--- config.mk ---
export PLATFORM = sky130hd
export DESIGN_NAME = layer_mv_sequencer_flat
export DESIGN_NICKNAME = d
export VERILOG_FILES = /design/src/rtl/layer_mv_sequencer_pkg.sv /design/src/rtl/layer_mv_sequencer_if.sv /design/src/rtl/layer_mv_sequencer_fx_mac.sv /design/src/rtl/layer_mv_sequencer.sv /design/src/flat_wrapper.sv
export SDC_FILE = /design/constraint.sdc
export NUM_CORES = 2
export LEC_CHECK = 0
export ABC_AREA = 1
export ABC_CLOCK_PERIOD_IN_PS = 13160
export BUFFER_PORTS_ARGS = -buffer_cell sky130_fd_sc_hd__buf_2
export CAP_MARGIN = 10
export CORE_MARGIN = 10
export CORE_UTILIZATION = 60
export CTS_BUF_LIST = sky130_fd_sc_hd__clkbuf_4 sky130_fd_sc_hd__clkbuf_8
export CTS_CLUSTER_SIZE = 16
export DETAILED_ROUTE_END_ITERATION = 6
export MAX_ROUTING_LAYER = met4
export PLACE_DENSITY = 0.8
export SLEW_MARGIN = 20
export SYNTH_ARGS = -nofsm -noshare
export SYNTH_HDL_FRONTEND = slang
export SYNTH_SLANG_ARGS = --single-unit
--- constraint.sdc ---
create_clock -name clk -period 13.16 [get_ports clk]
set_input_delay 3.29 -clock clk [delete_from_list [all_inputs] [get_ports clk]]
set_output_delay 3.29 -clock clk [all_outputs]
set_load 0.02 [all_outputs]
--- src/rtl/layer_mv_sequencer_pkg.sv ---
// Shared Q8.24 fixed-point constants, FSM encoding and the product truncation helper
// used by the serial matrix-vector layers.
package layer_mv_sequencer_pkg;

  localparam int W          = 32;
  localparam int FRAC       = 24;
  localparam int TRUNC_SIGN = 2*W - 1;       // 63
  localparam int TRUNC_HI   = FRAC + W - 2;  // 54
  localparam int TRUNC_LO   = FRAC;          // 24

  typedef enum logic [1:0] {
    S_IDLE,
    S_FETCH,
    S_DRAIN,
    S_OUT
  } state_e;

  // Keep the product sign, drop the top integer bits and the low fraction bits.
  function automatic logic [W-1:0] trunc_prod(input logic signed [2*W-1:0] p);
    return {p[TRUNC_SIGN], p[TRUNC_HI:TRUNC_LO]};
  endfunction

endpackage

--- src/rtl/layer_mv_sequencer_if.sv ---
// Start/x capture, weight RAM read port and row-result stream of the serial layer.
interface layer_mv_sequencer_if
  import layer_mv_sequencer_pkg::*;
#(
  parameter int ROWS = 32,
  parameter int COLS = 10
);
  localparam int AW = $clog2(ROWS*COLS);
  localparam int IW = $clog2(ROWS);

  logic              start;
  logic [COLS*W-1:0] x_in;
  logic              busy;
  logic              done;
  logic              wt_rd;
  logic [AW-1:0]     wt_addr;
  logic [W-1:0]      wt_data;
  logic [W-1:0]      y_data;
  logic [IW-1:0]     y_idx;
  logic              y_valid;
  logic              y_ready;

  modport slave (
    input  start, x_in, wt_data, y_ready,
    output busy, done, wt_rd, wt_addr, y_data, y_idx, y_valid
  );

  modport master (
    output start, x_in, wt_data, y_ready,
    input  busy, done, wt_rd, wt_addr, y_data, y_idx, y_valid
  );

endinterface

--- src/rtl/layer_mv_sequencer_fx_mac.sv ---
// Combinational Q8.24 multiply-accumulate: acc_out = acc_in + trunc(a * b), wrapping.
module fx_mac
  import layer_mv_sequencer_pkg::*;
(
  input  logic [W-1:0] a,
  input  logic [W-1:0] b,
  input  logic [W-1:0] acc_in,
  output logic [W-1:0] acc_out
);

  logic signed [2*W-1:0] prod;

  always_comb begin
    prod    = (2*W)'($signed(a)) * (2*W)'($signed(b));
    acc_out = acc_in + trunc_prod(prod);
  end

endmodule

--- src/rtl/layer_mv_sequencer.sv ---
// Row-serial y = A*x controller: one MAC shared over all products, weights from a
// single-port RAM with one-cycle read latency, rows streamed out on valid/ready.
module layer_mv_sequencer
  import layer_mv_sequencer_pkg::*;
#(
  parameter int ROWS = 32,
  parameter int COLS = 10
)(
  input  logic                clk,
  input  logic                reset,
  layer_mv_sequencer_if.slave bus
);

  localparam int AW = $clog2(ROWS*COLS);
  localparam int RW = $clog2(ROWS);
  localparam int CW = $clog2(COLS);
  localparam logic [RW-1:0] LAST_ROW = RW'(ROWS-1);
  localparam logic [CW-1:0] LAST_COL = CW'(COLS-1);

  state_e                  state_q, state_d;
  logic [RW-1:0]           row_q, row_d;
  logic [CW-1:0]           col_q, col_d;
  logic [CW-1:0]           pcol_q, pcol_d;
  logic                    pend_q, pend_d;
  logic [W-1:0]            acc_q, acc_d;
  logic [0:COLS-1][W-1:0]  x_q, x_d;
  logic                    done_q, done_d;
  logic [W-1:0]            mac_out;

  // pend/pcol track the read issued last cycle, whose data is on wt_data now.
  fx_mac u_mac (
    .a       (bus.wt_data),
    .b       (x_q[pcol_q]),
    .acc_in  (acc_q),
    .acc_out (mac_out)
  );

  always_ff @(posedge clk) begin
    if (reset) begin
      state_q <= S_IDLE;
      row_q   <= '0;
      col_q   <= '0;
      pcol_q  <= '0;
      pend_q  <= 1'b0;
      acc_q   <= '0;
      x_q     <= '0;
      done_q  <= 1'b0;
    end else begin
      state_q <= state_d;
      row_q   <= row_d;
      col_q   <= col_d;
      pcol_q  <= pcol_d;
      pend_q  <= pend_d;
      acc_q   <= acc_d;
      x_q     <= x_d;
      done_q  <= done_d;
    end
  end

  always_comb begin
    state_d = state_q;
    case (state_q)
      S_IDLE:  if (bus.start) state_d = S_FETCH;
      S_FETCH: if (col_q == LAST_COL) state_d = S_DRAIN;
      S_DRAIN: state_d = S_OUT;
      S_OUT:   if (bus.y_ready) state_d = (row_q == LAST_ROW) ? S_IDLE : S_FETCH;
      default: state_d = S_IDLE;
    endcase
  end

  always_comb begin
    row_d  = row_q;
    col_d  = col_q;
    x_d    = x_q;
    done_d = 1'b0;
    pend_d = (state_q == S_FETCH);
    pcol_d = col_q;
    acc_d  = pend_q ? mac_out : acc_q;
    case (state_q)
      S_IDLE: begin
        if (bus.start) begin
          x_d   = bus.x_in;
          row_d = '0;
          col_d = '0;
        end
      end
      S_FETCH: begin
        col_d = (col_q == LAST_COL) ? '0 : col_q + CW'(1);
        // First fetch of a row: no read is in flight, so this is the clear slot.
        if (col_q == '0) acc_d = '0;
      end
      S_OUT: begin
        if (bus.y_ready) begin
          col_d = '0;
          if (row_q == LAST_ROW) begin
            row_d  = '0;
            done_d = 1'b1;
          end else begin
            row_d = row_q + RW'(1);
          end
        end
      end
      default: ;
    endcase
  end

  always_comb begin
    bus.busy    = (state_q != S_IDLE);
    bus.done    = done_q;
    bus.wt_rd   = 1'b0;
    bus.wt_addr = '0;
    bus.y_valid = 1'b0;
    bus.y_data  = '0;
    bus.y_idx   = '0;
    case (state_q)
      S_FETCH: begin
        bus.wt_rd   = 1'b1;
        bus.wt_addr = AW'(row_q) * AW'(COLS) + AW'(col_q);
      end
      S_OUT: begin
        bus.y_valid = 1'b1;
        bus.y_data  = acc_q;
        bus.y_idx   = row_q;
      end
      default: ;
    endcase
  end

endmodule
--- src/flat_wrapper.sv ---
// flat-port wrapper written by rule: the top's interface ports become plain ports
module layer_mv_sequencer_flat import layer_mv_sequencer_pkg::*;
#(
  parameter int ROWS = 32,
  parameter int COLS = 10
)
  (clk, reset, bus_start, bus_x_in, bus_wt_data, bus_y_ready, bus_busy, bus_done, bus_wt_rd, bus_wt_addr, bus_y_data, bus_y_idx, bus_y_valid);
  layer_mv_sequencer_if #(.ROWS(ROWS), .COLS(COLS)) bus_i ();
  input  logic clk;
  input  logic reset;
  input wire logic [$bits(bus_i.start)-1:0] bus_start;
  input wire logic [$bits(bus_i.x_in)-1:0] bus_x_in;
  input wire logic [$bits(bus_i.wt_data)-1:0] bus_wt_data;
  input wire logic [$bits(bus_i.y_ready)-1:0] bus_y_ready;
  output wire logic [$bits(bus_i.busy)-1:0] bus_busy;
  output wire logic [$bits(bus_i.done)-1:0] bus_done;
  output wire logic [$bits(bus_i.wt_rd)-1:0] bus_wt_rd;
  output wire logic [$bits(bus_i.wt_addr)-1:0] bus_wt_addr;
  output wire logic [$bits(bus_i.y_data)-1:0] bus_y_data;
  output wire logic [$bits(bus_i.y_idx)-1:0] bus_y_idx;
  output wire logic [$bits(bus_i.y_valid)-1:0] bus_y_valid;
  assign bus_i.start = bus_start;
  assign bus_i.x_in = bus_x_in;
  assign bus_i.wt_data = bus_wt_data;
  assign bus_i.y_ready = bus_y_ready;
  assign bus_busy = bus_i.busy;
  assign bus_done = bus_i.done;
  assign bus_wt_rd = bus_i.wt_rd;
  assign bus_wt_addr = bus_i.wt_addr;
  assign bus_y_data = bus_i.y_data;
  assign bus_y_idx = bus_i.y_idx;
  assign bus_y_valid = bus_i.y_valid;
  layer_mv_sequencer #(.ROWS(ROWS), .COLS(COLS)) u_core (.clk(clk), .reset(reset), .bus(bus_i));
endmodule
==> impl_metrics.env <==
export IMPL_status="complete, but fails checks"
export IMPL_violations="DRC"
export IMPL_critPathTopFamily="adder cells"
export IMPL_cts_resized_gates=0
export IMPL_setup_viol=0
export IMPL_synth_top_cell_area_share_pct=41.25
export IMPL_cts_sink_count=369
export IMPL_routed_wl_um=188100
export IMPL_gr_total_overflow=0
export IMPL_yosysTopAreaCell="fa_1"
export IMPL_dr_pass1_iters=7
export IMPL_wl_per_cell_um=23.27
export IMPL_ys_seq_area_share_pct=14.04
export IMPL_crit_type="input pin to flip-flop"
export IMPL_cp_required_ns=13.78
export IMPL_core_area_sq_mm=0.08689
export IMPL_maxSlewViolCount=0
export IMPL_io_pins=406
export IMPL_synth_seq_cells=369
export IMPL_root_buffer="clkbuf_8"
export IMPL_crit_fanout=17
export IMPL_grt_max_degree=163
export IMPL_finalClockSkew_ns=0.06004
export IMPL_timing_critical_path_slowest_stage_cell="fa_1"
export IMPL_maxClockFrequency_mhz=83.30
export IMPL_drt_iter0_markers=5509
export IMPL_grt_pass1_wl_um=288100
export IMPL_post_route_period_util_pct=91.22
export IMPL_fp_dieArea_sq_mm=0.09992
export IMPL_max_slew_worst_pin_slew_ns=1.171
export IMPL_min_path_type="flip-flop to flip-flop"
export IMPL_min_period_ns=12.00
export IMPL_ys_async_sr_fraction_pct=0
export IMPL_initial_core_util_pct=60.54
export IMPL_syn_avg_cell_area_sq_um=7.947
export IMPL_hold_viol=0
export IMPL_grt_pass1_vias=48340
export IMPL_numCtsBuffers=60
export IMPL_yosysWarningCount=0
export IMPL_synth_area_leaders="fa_1 (41%), dfxtp_1 (14%), nor2_1 (10%)"
export IMPL_htree_num_levels=2
export IMPL_syn_to_final_growth_pct=8.472
export IMPL_synth_edf_count=0
export IMPL_drt_antenna_violating_nets=0
export IMPL_synth_ff_type="dfxtp_1"
export IMPL_worst_path_buf_inv=12
export IMPL_synth_area_sq_mm=0.05260
export IMPL_synth_most_common_cell="nor2_1"
export IMPL_cts_setup_buffers=0
export IMPL_grt_usage_pct=39.37
export IMPL_maxSlewHeadroom_pct=21.90
export IMPL_cts_tree="yes"
export IMPL_synthesis_instances=6619
export IMPL_clk_latency_ns=0.71
export IMPL_viasPerCell=5.793
export IMPL_die_w_um=316.1
export IMPL_endpoint_kind="flip-flop"
export IMPL_rsz0062_at_grt="false"
export IMPL_synth_cell_types=47
export IMPL_fin_setup_tns_ns=0
export IMPL_layout_drive_gt1_share_pct=9.699
export IMPL_ctsHoldBuffers=0
export IMPL_final_net_count=8548
export IMPL_drcViolationCount=2
export IMPL_postSynthNetCount=8291
export IMPL_n_fill_cell=7431
export IMPL_synth_commonest_cells="nor2_1 (1,454), inv_1 (1,201), fa_1 (1,084)"
export IMPL_vias=46820
export IMPL_crit_arrival_ns=12.63
export IMPL_die_h_um=316.1
export IMPL_cts_buffer_depth=3
export IMPL_routabilityCongestion=1.037
export IMPL_crit_path_start_kind="input pin"
export IMPL_cap_violations=0
export IMPL_cp_common_cell="inv_1"
export IMPL_clkTransAtPathRegs_ns=0.07
export IMPL_antenna_found_initial=7
export IMPL_portBuffers=405
export IMPL_std_cell_rows=108
export IMPL_place_hpwl_um=151800
export IMPL_cp_slowest_stage_delay_ns=0.55
area by class of cell:
type / instances / area [sq um] / area share, %
inverters: 1234 / 4647 / 8.144
clock buffers: 94 / 1150 / 2.015
diodes: 9 / 22.52 / 0.03947
clock inverters: 10 / 140.1 / 0.2456
well taps: 1155 / 1445 / 2.533
repair buffers: 537 / 3043 / 5.333
flip-flops and latches: 369 / 7393 / 12.96
multi-input cells: 4674 / 39220 / 68.73
cell usage in the layout (no fill, tap or decap), types with 9 or more instances in the layout:
master | synthesis | final
nand3_1 | 63 | 63
buf_4 | 4 | 130
o22ai_1 | 14 | 14
o211ai_1 | 21 | 21
o21ai_0 | 518 | 518
xnor2_1 | 20 | 20
clkinv_1 | 28 | 27
xor2_1 | 41 | 41
diode_2 | 0 | 9
nand2_1 | 894 | 892
nor3_1 | 23 | 23
a21oi_1 | 145 | 145
dfxtp_1 | 369 | 366
buf_2 | 54 | 405
inv_1 | 1201 | 1201
o21ai_1 | 10 | 10
clkbuf_8 | 0 | 71
o221ai_1 | 52 | 52
a31oi_1 | 19 | 19
ha_1 | 232 | 232
clkbuf_4 | 0 | 23
fa_1 | 1084 | 1084
nand4_1 | 9 | 9
o21a_1 | 21 | 21
nor2_1 | 1454 | 1454
final timing paths:
path / start / to / slack, ns / depth (start not counted)
max: bus_wt_data[11] / u_core.acc_q[26] / 1.16 / 45
min: u_core.x_q[161] / u_core.x_q[161] / 0.46 / 2
max reg2reg: u_core.pcol_q[2] / u_core.acc_q[26] / 1.33 / 48
min reg2reg: u_core.x_q[161] / u_core.x_q[161] / 0.46 / 2
metal layers:
| layer | track usage (%) | wire (um) | vias up | share of wire [%] |
|---|---|---|---|---|
| li1 | - | - | 20280 | - |
| met1 | 49.45 | 69700 | 22920 | 37 |
| met2 | 56.45 | 80930 | 3008 | 43 |
| met3 | 11.72 | 24170 | 610 | 13 |
| met4 | 22.43 | 13260 | 0 | 7.0 |
| met5 | - | 0 | - | 0 |
cell families after synthesis:
kind of cell	Yosys count	share of synthesized area, %
xor gates and xnor gates	61	1.016
adders and majority gates	1316	46.77
DFF	369	14.04
and+or+nand+nor	2467	18.01
AOI/OAI and AO/OA	830	8.729
buffers and inverters	1576	11.43
through the flow:
stage	std cells	setup slack [ns]	utilization (%)	area, sq um	hold slack [ns]
2_1_floorplan	6619	1.673	-	52600	0.4292
3_3_place_gp	7969	0.6494	64.16	55740	0.4395
3_5_place_dp	7969	0.5457	64.16	55740	0.4516
4_1_cts	8073	1.211	65.64	57030	0.4609
5_1_grt	8079	0.2947	65.66	57050	0.4924
6_report	8082	1.155	65.67	57060	0.4634
state kept, by name (all words and copies together), names as in the netlist:
signal,count
u_core.acc_q,32
u_core.bus.done,1
u_core.col_q,4
u_core.pcol_q,4
u_core.pend_q,1
u_core.row_q,5
u_core.state_q,2
u_core.x_q,320
tightest hold or removal path, cell delays in order, from the launching register on:
cell and delay, ns:
dfxtp_1 0.30, inv_1 0.06, a21oi_1 0.06
Power is left out: the tool's default activity adds up to more than one toggle a clock period on the data nets, which glitch-free logic cannot reach.
